===== src/rtl/ac_motor_gate_pkg.sv =====
// Shared types and constants for the gate monitor.
// Phase FSM encoding, fault codes, default counter width.
package ac_motor_gate_pkg;

    localparam int CNT_W_DEF = 9;

    typedef enum logic [1:0] {
        PH_IDLE = 2'd0,
        PH_HIGH = 2'd1,
        PH_DEAD = 2'd2,
        PH_LOW  = 2'd3
    } phase_state_t;

    localparam logic [1:0] FAULT_NONE  = 2'd0;
    localparam logic [1:0] FAULT_SHOOT = 2'd1;
    localparam logic [1:0] FAULT_DEAD  = 2'd2;
    localparam logic [1:0] FAULT_BOTH  = 2'd3;

endpackage


===== src/rtl/ac_motor_gate_phase_monitor.sv =====
// One bridge leg: tracks high/low/dead state and measures dead time.
// Ports: clk, reset, hi/lo (registered gates), delay -> state,
//        dead_time, strobe, shoot_evt, dead_evt (events are combinational).
module ac_motor_gate_phase_monitor
    import ac_motor_gate_pkg::*;
#(
    parameter int CNT_W = CNT_W_DEF,
    parameter int TOL   = 1
) (
    input  logic             clk,
    input  logic             reset,
    input  logic             hi,
    input  logic             lo,
    input  logic [7:0]       delay,
    output phase_state_t     state,
    output logic [CNT_W-1:0] dead_time,
    output logic             strobe,
    output logic             shoot_evt,
    output logic             dead_evt
);

    // Comparison width wide enough for both the counter+1 and delay.
    localparam int CW = (CNT_W + 1 > 8) ? CNT_W + 1 : 8;
    localparam logic [CNT_W-1:0] CNT_MAX = '1;

    logic [CNT_W-1:0] cnt;
    logic             from_high;
    logic             take;
    logic [CNT_W-1:0] meas;

    // A measurement is taken only when the leg lands on the side
    // opposite to the one it left.
    always_comb begin
        take = 1'b0;
        meas = '0;
        if (!(hi && lo)) begin
            unique case (state)
                PH_HIGH: take = lo;
                PH_LOW:  take = hi;
                PH_DEAD: begin
                    take = from_high ? lo : hi;
                    meas = cnt;
                end
                default: take = 1'b0;
            endcase
        end
    end

    assign shoot_evt = hi && lo;
    assign dead_evt  = take &&
        ((CW'(meas) + CW'(TOL)) < CW'(delay));

    always_ff @(posedge clk) begin
        if (reset) begin
            state     <= PH_IDLE;
            cnt       <= '0;
            from_high <= 1'b0;
            dead_time <= '0;
            strobe    <= 1'b0;
        end else begin
            strobe <= 1'b0;
            if (take) begin
                dead_time <= meas;
                strobe    <= 1'b1;
            end
            if (hi && lo) begin
                state <= PH_IDLE;
            end else begin
                unique case (state)
                    PH_IDLE: begin
                        if (hi)      state <= PH_HIGH;
                        else if (lo) state <= PH_LOW;
                    end
                    PH_HIGH: begin
                        if (!lo && !hi) begin
                            state     <= PH_DEAD;
                            cnt       <= CNT_W'(1);
                            from_high <= 1'b1;
                        end else if (lo) begin
                            state <= PH_LOW;
                        end
                    end
                    PH_LOW: begin
                        if (!lo && !hi) begin
                            state     <= PH_DEAD;
                            cnt       <= CNT_W'(1);
                            from_high <= 1'b0;
                        end else if (hi) begin
                            state <= PH_HIGH;
                        end
                    end
                    PH_DEAD: begin
                        if (hi)      state <= PH_HIGH;
                        else if (lo) state <= PH_LOW;
                        else if (cnt != CNT_MAX)
                            cnt <= cnt + CNT_W'(1);
                    end
                    default: state <= PH_IDLE;
                endcase
            end
        end
    end

endmodule


===== src/rtl/ac_motor_gate_monitor.sv =====
// Bridge gate monitor: registers gates, decodes vector, latches faults.
// Ports: clk, reset, enable, delay, s_high, s_low, fault_clear ->
//        vector, vector_valid, dead_time, dead_strobe, fault, fault_code, fault_phase.
module ac_motor_gate_monitor
    import ac_motor_gate_pkg::*;
#(
    parameter int CNT_W = CNT_W_DEF,
    parameter int TOL   = 1
) (
    input  logic               clk,
    input  logic               reset,
    input  logic               enable,
    input  logic [7:0]         delay,
    input  logic [2:0]         s_high,
    input  logic [2:0]         s_low,
    input  logic               fault_clear,
    output logic [2:0]         vector,
    output logic               vector_valid,
    output logic [3*CNT_W-1:0] dead_time,
    output logic [2:0]         dead_strobe,
    output logic               fault,
    output logic [1:0]         fault_code,
    output logic [2:0]         fault_phase
);

    logic [2:0]   sh_q;
    logic [2:0]   sl_q;
    logic [2:0]   shoot_v;
    logic [2:0]   dead_v;
    logic [2:0]   highs;
    logic [2:0]   cond;
    logic [2:0]   vec_q;
    logic         any_evt;
    logic         can_latch;
    phase_state_t st [3];

    always_ff @(posedge clk) begin
        if (reset) begin
            sh_q <= '0;
            sl_q <= '0;
        end else begin
            sh_q <= s_high;
            sl_q <= s_low;
        end
    end

    for (genvar g = 0; g < 3; g++) begin : g_ph
        ac_motor_gate_phase_monitor #(
            .CNT_W (CNT_W),
            .TOL   (TOL)
        ) u_ph (
            .clk       (clk),
            .reset     (reset),
            .hi        (sh_q[g]),
            .lo        (sl_q[g]),
            .delay     (delay),
            .state     (st[g]),
            .dead_time (dead_time[g*CNT_W +: CNT_W]),
            .strobe    (dead_strobe[g]),
            .shoot_evt (shoot_v[g]),
            .dead_evt  (dead_v[g])
        );
        assign highs[g] = (st[g] == PH_HIGH);
        assign cond[g]  = (st[g] == PH_HIGH) || (st[g] == PH_LOW);
    end

    // Vector follows the leg states while all conduct, else holds.
    assign vector_valid = &cond;
    assign vector       = vector_valid ? highs : vec_q;

    always_ff @(posedge clk) begin
        if (reset) vec_q <= '0;
        else       vec_q <= vector;
    end

    // A clear in the same cycle as an event lets the event re-latch.
    assign any_evt   = |(shoot_v | dead_v);
    assign can_latch = enable && any_evt && (!fault || fault_clear);

    always_ff @(posedge clk) begin
        if (reset) begin
            fault       <= 1'b0;
            fault_code  <= FAULT_NONE;
            fault_phase <= '0;
        end else if (can_latch) begin
            fault       <= 1'b1;
            fault_phase <= shoot_v | dead_v;
            if (|shoot_v && |dead_v) fault_code <= FAULT_BOTH;
            else if (|shoot_v)       fault_code <= FAULT_SHOOT;
            else                     fault_code <= FAULT_DEAD;
        end else if (fault_clear) begin
            fault       <= 1'b0;
            fault_code  <= FAULT_NONE;
            fault_phase <= '0;
        end
    end

endmodule


===== config.mk =====
export PLATFORM = sky130hd
export DESIGN_NAME = ac_motor_gate_monitor
export DESIGN_NICKNAME = d
export VERILOG_FILES = /design/src/rtl/ac_motor_gate_pkg.sv /design/src/rtl/ac_motor_gate_phase_monitor.sv /design/src/rtl/ac_motor_gate_monitor.sv
export SDC_FILE = /design/constraint.sdc
export NUM_CORES = 1
export LEC_CHECK = 0
export CAP_MARGIN = 20
export CORE_MARGIN = 4
export CORE_UTILIZATION = 60
export CTS_CLUSTER_DIAMETER = 100
export DETAILED_ROUTE_END_ITERATION = 7
export GPL_TIMING_DRIVEN = 0
export PLACE_DENSITY = 0.92
export SLEW_MARGIN = 30
export SYNTH_ARGS = -nofsm -noshare
export SYNTH_HDL_FRONTEND = slang
export SYNTH_SLANG_ARGS = --single-unit

===== constraint.sdc =====
create_clock -name clk -period 4.6 [get_ports clk]
set_clock_uncertainty 0.15 [all_clocks]
set_input_delay 0.69 -clock clk [delete_from_list [all_inputs] [get_ports clk]]
set_output_delay 0.69 -clock clk [all_outputs]
set_load 0.02 [all_outputs]

**After elaboration in Yosys (flattened, before gate mapping)**

Index checks and enable logic that the tools add are counted.

- Equality and inequality tests: 33
- Order comparisons: 3
- Reduce and logical (&&, ||, !) cells: 52
- Bitwise gates (word level): 4
- Add/sub/neg operators: 6
- Multiplexer cells: 69

Operator list:

| kind | number |
|---|---|
| $mux 9 | 18 |
| $pmux 9 s2 | 3 |
| $mux 2 | 19 |
| $add 9x1->10 const B | 3 |
| $lt 10x8->1 | 3 |
| $add 9x1->9 const B | 3 |
| $ne 9x9->1 const B | 3 |
| $ne 2x1->1 const B | 12 |
| $pmux 2 s3 | 3 |
| $reduce_and 6->1 | 3 |
| $reduce_or 2->1 | 9 |
| $mux 1 | 17 |
| $reduce_bool 2->1 | 7 |
| $eq 2x2->1 const B | 6 |
| $logic_and 1x1->1 | 12 |
| $ne 2x2->1 const B | 6 |
| $reduce_and 4->1 | 3 |
| $mux 3 | 3 |
| $ne 3x2->1 const B | 3 |
| $pmux 1 s3 | 3 |
| $reduce_or 3->1 | 3 |
| $logic_not 1->1 | 7 |
| $eq 2x1->1 const B | 3 |
| $logic_not 2->1 | 3 |
| 5 further kinds | 12 |

- Register bits after elaboration: 81
- Logic and storage cells: 188
- Output and inout bits: 40

**Depth between registers and ports, before layout**

Gate-level depths: netlist of the first run.

- Depth after elaboration: 11
- Mapped depth: 15
- Gate-level depth less buffers: 14

**Cells and area by module**

From an unflattened synthesis of the first run, not the netlist that was laid out.

- Cell total of the unflattened synthesis: 551
- Area, all modules: 4789.6 µm²

By module, submodules not included:

| module | instances | seq. area each (µm²) | cells an instance | area an instance (µm²) |
|---|---|---|---|---|
| ac_motor_gate_phase_monitor (g_ph[0].u_ph) | 1 | 440.4 | 168 | 1397.6 |
| ac_motor_gate_phase_monitor (g_ph[1].u_ph) | 1 | 440.4 | 168 | 1396.3 |
| ac_motor_gate_phase_monitor (g_ph[2].u_ph) | 1 | 440.4 | 157 | 1388.8 |
| ac_motor_gate_monitor | 1 | 300.3 | 58 | 606.8 |

**Worst setup path after synthesis of the first run**

No wires, ideal clock.

- Kind: reg2reg
- Start point: register g_ph[0].u_ph.state[1]
- End point: register fault_phase[0]
- Setup time: 121 ps
- Setup slack: 1437 ps
- Required time: 4329 ps
- Path buffers: 1
- Arrival time: 2891 ps
- Stages on the path, launching flop included: 16
- Cell sequence: dfxtp_1 > nor2b_1 > clkbuf_1 > and3_1 > ha_1 > nand3_1 > xor2_1 > nor2_1 > ha_1 > nand4_1 > nor2_1 > a211oi_1 > o211ai_2 > nand3_2 > o21ai_4 > mux2_4

- Word-level cells in the longest chain between the ends: 11
- Elaborated cells between the ends (all ways): 16

Ends and longest elaborated chain:

| what | RTL line | RTL |
|---|---|---|
| from (decl) | ac_motor_gate_phase_monitor.sv:15 | `output phase_state_t state,` |
| from (signal assigned) | ac_motor_gate_phase_monitor.sv:55 | `state <= PH_IDLE;` |
| from (signal assigned) | ac_motor_gate_phase_monitor.sv:67 | `state <= PH_IDLE;` |
| from (signal assigned) | ac_motor_gate_phase_monitor.sv:71 | `if (hi) state <= PH_HIGH;` |
| $eq 2x2->1 (*) | ac_motor_gate_phase_monitor.sv:37 | `unique case (state)` |
| $mux 9 (*) | ac_motor_gate_phase_monitor.sv:37 |  |
| $mux 9 (*) | ac_motor_gate_phase_monitor.sv:36 | `if (!(hi && lo)) begin` |
| named net g_ph[0].u_ph.meas[1] | ac_motor_gate_phase_monitor.sv:29 | `logic [CNT_W-1:0] meas;` |
| $add 9x1->10 (*) | ac_motor_gate_phase_monitor.sv:51 | `((CW'(meas) + CW'(TOL)) < CW'(delay));` |
| $lt 10x8->1 (*) | ac_motor_gate_phase_monitor.sv:51 |  |
| $logic_and 1x1->1 (*) | ac_motor_gate_phase_monitor.sv:50 | `assign dead_evt = take &&` |
| $or 3x3->3 (*) | ac_motor_gate_monitor.sv:77, ac_motor_gate_monitor.sv:87 |  |
| $reduce_or 3->1 | ac_motor_gate_monitor.sv:77 | `assign any_evt = \|(shoot_v \| dead_v);` |
| $logic_and 1x1->1 (2 in a row) | ac_motor_gate_monitor.sv:78 | `assign can_latch = enable && any_evt && (!fault \|\| fault_clear);` |
| $mux 3 or $reduce_bool 2->1 (tied branches) | - |  |
| to (signal assigned) | ac_motor_gate_monitor.sv:87 | `fault_phase <= shoot_v \| dead_v;` |
| to (decl) | ac_motor_gate_monitor.sv:23 | `output logic [2:0] fault_phase` |

Mark *: on every way through the listed nets, which the timed path passes. The rest lies on a longest branch.
A chain may end at the register's enable or synchronous reset.

**Final worst setup path of the first run**

Same ends and word-level chain as after synthesis.

==> results.ini, run 1 <==
[outcome]
status = finished, final reports clean

[floorplan]
rows = 31
die_width_um = 94.5
core_area_sq_um = 7250
fp.dieArea_sq_um = 8930
start_util = 0.619
die_y_um = 94.5
pin_count = 58

[yosys]
synth.most_common_cell = dfxtp_1
yosysUniqueCellTypes = 57
synth_area_per_cell_sq_um = 8.18
ys_warn_count = 0
synth_area_sq_um = 4490
ys_async_sr_fraction = 0
synth-main-ff-cell = dfxtp_1
synth_nets = 597
synth_top_area_frac = 0.361
synth-edff-count = 0
synth_common_cells = dfxtp_1 (81), nand2_1 (62), nor2_1 (58)
yosysTopAreaCell = dfxtp_1
netlist_top_cells_area = dfxtp_1 (36%), ha_1 (8.4%), a21oi_1 (5.7%), nand2_1 (5.2%), nor2_1 (4.8%)
synth_cells = 549
ys_ff_latch = 81
yosysSeqAreaShare = 0.361

[flow_run]
cap_violations = 0

[critical_path]
path_cells = nor2b_1, clkbuf_1, and3_1, ha_1, nand3_1, xor2_1, nor2_1, ha_1, o21ai_0, nor2_1, a211oi_1, o211ai_2, nand3_2, o21ai_4, mux2_4
worstSetupPathType = reg2reg
critPathLaunchType = register
slowest_stage = dfxtp_1
critical_path_required_ns = 4.69
reg2reg_depth = 15
crit_arrival_ns = 3.90
worstSetupEndpointType = register
crit_path_max_incr_delay_ns = 0.45
critPathMaxFanout = 10

[global_route]
grt_pass1_wl_mm = 18.3
use_met1 = 0.324
grt_overflow = 0
grt_use_met2 = 0.436
use_met3 = 0.0558
grt_pass1_vias = 3951
top_usage_layer = met2
grt_max_degree = 14
track_usage = 0.259
antenna_found_initial = 0

[sta]
layout_setup_ws_ns = 0.798
setup_viol = 0
min_period_over_period = 0.826
fmax_mhz = 263
worstMarginPinSlew_ns = 0.739
setup_tns_ns = 0
hold_slack_ns = 0.302
fin_crit_ns = 3.80
finalMaxSlewViolations = 0
rsz0062_at_grt = no
relSlewSlack = 0.507
hold_violations = 0

[placement]
place_area_sq_um = 5180
place.gp.congestion = 0.912
dp_hpwl_mm = 8.18
port_buffers = 57
post-place-ws_ns = 0.871

[route]
drt_first_pass_iters = 5
drc = 0
routed_via_density = 5.95
drt_iter0_drc = 242
ant_nets = 0
wl_per_cell_um = 15.4
wl_mm = 11.1
vias = 4291

[worst_hold_path]
hold_class = reg2reg
whs_path_depth = 2

[clocking]
cts_hold_buf = 0
clkLatencyLatePin_ns = 0.35
clockBufferDepth = 2
cts_tree = yes
cts.repair.resized = 0
clkTransAtPathRegs_ns = 0.08
cts_buffers = 9
cts_root_buf = clkbuf_8
cts_setup_buffers = 0
ctsHtreeMaxLevel = 3
cts_sinks = 81

[pwr]
ir_drop_v = 0.000255
power.leakage_nw = 2.10
power_density_nw_per_um2 = 251

[cells_and_area]
final_area_sq_um = 5350
drive_above_1_share = 0.0756
reg_top3 = g_ph.u_ph.cnt: 27 flops, g_ph.u_ph.dead_time: 27 flops, g_ph.u_ph.state: 6 flops
n_antenna_cell = 0
area_growth_pct = 19.1
nNetsFinal = 665

==> path summary, 6_finish.rpt <==
kind	start	endpoint	slack (ns)
min	g_ph[2].u_ph.dead_time[7]$_SDFFE_PP0P_	g_ph[2].u_ph.dead_time[7]$_SDFFE_PP0P_	0.30
max reg2reg	g_ph[0].u_ph.state[1]$_SDFFE_PP0P_	fault_phase[0]$_SDFFE_PP0P_	0.80
min reg2reg	g_ph[2].u_ph.dead_time[7]$_SDFFE_PP0P_	g_ph[2].u_ph.dead_time[7]$_SDFFE_PP0P_	0.30
max	g_ph[0].u_ph.state[1]$_SDFFE_PP0P_	fault_phase[0]$_SDFFE_PP0P_	0.80
==> logic make-up (layout without fill, tap and decap cells) <==
logic type / Yosys count / in the layout / share of synthesized area
and+or+nand+nor: 260 / 260 / 0.299
DFF: 81 / 81 / 0.361
AOI/OAI and AO/OA: 103 / 103 / 0.145
adders and majority gates: 30 / 30 / 0.0836
buffers and inverters: 44 / 117 / 0.0482
xor gates and xnor gates: 29 / 29 / 0.0566
muxes: 2 / 2 / 0.00669
==> power breakdown <==
group	internal (mW)	total, mW	switching [mW]	leakage, nW
Sequential	0.716	0.734	0.0179	0.657
Clock	0.194	0.445	0.251	0.0753
Combinational	0.0631	0.162	0.0992	1.37
==> stage by stage <==
stage	util	cells	power [mW]
CTS	0.737	721	1.35
finish	0.737	721	1.34
detailed placement	0.715	705	0.908
floorplan	-	549	0.851
global placement	0.715	705	0.902
global route	0.737	721	1.40
==> final cells by class <==
class | instances | area [sq um]
flip-flops and latches | 81 | 1620
clock buffers | 11 | 131
well taps | 99 | 124
plain buffers | 30 | 164
multi-input cells | 424 | 2650
clock inverters | 5 | 32.5
repair buffers | 57 | 571
inverters | 14 | 52.6
fillers | 566 | 1900
==> metal layers <==
layer  share of wire  up-vias
met5               0        -
met4           0.026        0
met3           0.083       34
met2            0.48      213
met1            0.41     1978
li1                -     2066
==> critical path, delay by kind of cell, from the launching register on <==
family                     cells  cell delay (ns)
DFF                            1             0.45
and+or+nand+nor                6             1.05
adders and majority gates      2             0.52
muxes                          1             0.30
AOI/OAI and AO/OA              4             0.69
buffers and inverters          1             0.37
xor gates and xnor gates       1             0.17
==> placed cells by master, fill, tap and decap left out, types with 3 or more instances in the layout <==
cell type,n
o21ai_1,4
nor3_1,9
buf_4,8
nand3_1,39
clkbuf_1,12
a21oi_1,51
clkbuf_8,9
and2_1,4
xnor2_1,9
and3_1,17
nand2b_1,8
ha_1,30
nand2_1,62
nand3b_1,4
inv_1,13
nor2b_1,15
clkinvlp_4,3
o21ai_0,17
nor2_1,58
buf_2,11
clkdlybuf4s50_1,57
a211oi_1,6
or3_1,10
dfxtp_1,81
nor3b_1,10
xor2_1,20
nand4_1,10
a31oi_1,6
(Power assumes the default switching activity.)
==> inputs of run 2 (changes only) <==
Settings changed: CORE_UTILIZATION 60 to 50, PLACE_DENSITY 0.92 to 0.82.
Clock period 4.6 ns to 3.4 ns, I/O delays scaled along.
==> run 2 against run 1 <==
Sequential cell count stayed put. Worst setup slack got worse by 0.65 ns. Largest cell class unchanged. Critical endpoint is now fault_phase[2]$_SDFFE_PP0P_. Hold slack better by 0.0018 ns. First-iteration DRC count rose by 12%. Global-route usage fell by 3.6 points. Register-to-register slack worse by 0.65 ns. Fmax grew 17%.
==> results.ini, run 2 (synthesized netlist as in run 1, its figures left out) <==
[route]
drt_first_pass_iters = 5  ; unchanged
vias = 4167  ; -2.9%
routed_via_density = 5.71  ; -4.1%
wl_per_cell_um = 15.5  ; +0.51%
ant_nets = 0  ; unchanged
drt_iter0_drc = 270  ; +12%
drc = 0  ; unchanged
wl_mm = 11.3  ; +1.8%

[floorplan]
start_util = 0.515  ; -0.104
die_y_um = 103  ; +8.7%
pin_count = 58  ; unchanged
fp.dieArea_sq_um = 10600  ; +18%
die_width_um = 103  ; +8.7%
core_area_sq_um = 8720  ; +20%
rows = 34  ; +9.7%

[cells_and_area]
final_common_cell = dfxtp_1
area_growth_pct = 21.8
reg_top3 = g_ph.u_ph.cnt: 27 flops, g_ph.u_ph.dead_time: 27 flops, g_ph.u_ph.state: 6 flops
drive_above_1_share = 0.0932  ; +0.0177
n_antenna_cell = 0  ; unchanged
nNetsFinal = 665  ; unchanged
final_util = 0.627  ; -0.110
instances_no_fill = 730  ; +1.2%
layout_common_cells = dfxtp_1 (78), nand2_1 (61), nor2_1 (58)
final_area_sq_um = 5470  ; +2.2%

[flow_run]
cap_violations = 0  ; unchanged

[global_route]
use_met1 = 0.295  ; -0.0292
track_usage = 0.223  ; -0.0357
use_met3 = 0.0433  ; -0.0125
antenna_found_initial = 0  ; unchanged
grt_pass1_wl_mm = 18.6  ; +1.2%
grt_pass1_vias = 3895  ; -1.4%
grt_max_degree = 15  ; +1
grt_use_met2 = 0.365  ; -0.0706
top_usage_layer = met2
grt_overflow = 0  ; unchanged

[sta]
layout_setup_ws_ns = 0.147  ; -0.651 ns
fin_crit_ns = 3.25  ; -0.549 ns
worstMarginPinSlew_ns = 0.777  ; +0.0375 ns
relSlewSlack = 0.482  ; -0.0250
finalMaxSlewViolations = 0  ; unchanged
fmax_mhz = 307  ; +17%
setup_tns_ns = 0  ; unchanged
hold_violations = 0  ; unchanged
min_period_over_period = 0.957  ; +0.130
setup_viol = 0  ; unchanged

[pwr]
power.leakage_nw = 2.14  ; +2.0%
power_density_nw_per_um2 = 370  ; +47%
ir_drop_v = 0.000273  ; +7.0%

[clocking]
clkLatencyLatePin_ns = 0.36  ; about the same
cts_tree = yes
ctsHtreeMaxLevel = 3  ; unchanged
clockBufferDepth = 2  ; unchanged
cts_sinks = 81  ; unchanged
clkTransAtPathRegs_ns = 0.09  ; about the same
cts_root_buf = clkbuf_8
cts_buffers = 9  ; unchanged

[placement]
dp_hpwl_mm = 8.32  ; +1.6%
place.gp.congestion = 0.940  ; +3.1%
place_inst = 714  ; +1.3%
place_area_sq_um = 5200  ; +0.22%
post-place-ws_ns = -0.293  ; -1.16 ns
port_buffers = 57  ; unchanged

[critical_path]
critPathMaxFanout = 8  ; -2
slowest_stage = dfxtp_1
cpMostUsedCell = ha_1
path_cells = nor2b_4, buf_6, and3_1, ha_1, nand2_1, xor2_1, nor2_1, ha_1, nand3_1, o221ai_1, a32oi_1, nand4b_1, nand3_2, o21ai_4, mux2_4
worstSetupPathType = reg2reg
crit_path_max_incr_delay_ns = 0.52  ; +0.07 ns
crit_arrival_ns = 3.36  ; -0.54 ns
critical_path_required_ns = 3.51  ; -1.18 ns
worstSetupEndpointType = register
critPathLaunchType = register

[worst_hold_path]
hold_class = reg2reg

[outcome]
status = finished, final reports clean

-- run 2: changes by cell type in the layout (fill, tap and decap cells not counted), sizes merged --
| cell | change |
|---|---|
| clkbuf | -3 |
| buf | +2 |
| bufinv | +2 |
| clkinv | -1 |
| clkinvlp | -1 |
| inv | +1 |
-- run 2: worst max-delay path, delay by kind of cell (launching register included) --
family	cells	cell delay (ns)
xor gates and xnor gates	1	0.17
muxes	1	0.31
AOI/OAI and AO/OA	3	0.47
adders and majority gates	2	0.51
and+or+nand+nor	7	0.87
DFF	1	0.52
buffers and inverters	1	0.14
-- run 2: per-layer routing --
layer | vias up | wire (um)
met1 | 1943 | 4980
met4 | 0 | 218
li1 | 2069 | -
met2 | 134 | 5470
met3 | 21 | 666
met5 | - | 0
-- run 2: path summary, 6_finish.rpt --
check                                         start                                     end  slack (ns)  cells after the start
min          g_ph[1].u_ph.dead_time[3]$_SDFFE_PP0P_  g_ph[1].u_ph.dead_time[3]$_SDFFE_PP0P_        0.30                      2
min reg2reg  g_ph[1].u_ph.dead_time[3]$_SDFFE_PP0P_  g_ph[1].u_ph.dead_time[3]$_SDFFE_PP0P_        0.30                      2
max reg2reg      g_ph[2].u_ph.state[0]$_SDFFE_PP0P_             fault_phase[2]$_SDFFE_PP0P_        0.15                     15
max              g_ph[2].u_ph.state[0]$_SDFFE_PP0P_             fault_phase[2]$_SDFFE_PP0P_        0.15                     15
-- run 2: metrics by stage --
stage               power [mW]  hold WS (ns)
floorplan                 1.15         0.315
global placement          1.22         0.288
detailed placement        1.23         0.295
CTS                       2.02         0.308
global route              2.10         0.329
finish                    2.02         0.304
-- run 2: layout make-up --
type / count / area, sq um
clock inverter: 6 / 88.8
fill: 760 / 3250
buffer: 29 / 168
clock buffer: 10 / 138
timing repair buffer: 58 / 578
sequential: 81 / 1630
inverter: 14 / 52.6
multi-input combinational: 424 / 2680
tap: 108 / 135
-- run 2: power breakdown --
group	leakage, nW	internal [mW]	total, mW	switching (mW)
registers	0.658	0.969	0.993	0.0240
clock network	0.109	0.435	0.801	0.366
logic	1.38	0.0901	0.227	0.137
-- run 2: what timing repair did --
action,in CTS,in global routing
gates resized for setup,4,10
setup buffers,0,1
pin swaps,0,4
hold buffers,0,0
endpoints found under the setup margin,6,6
==> inputs of run 3 (changes only) <==
Settings changed: CAP_MARGIN 20 to unset.
==> results of run 3 <==
The final DEF is identical to that of run 2; final timing and power are the same.
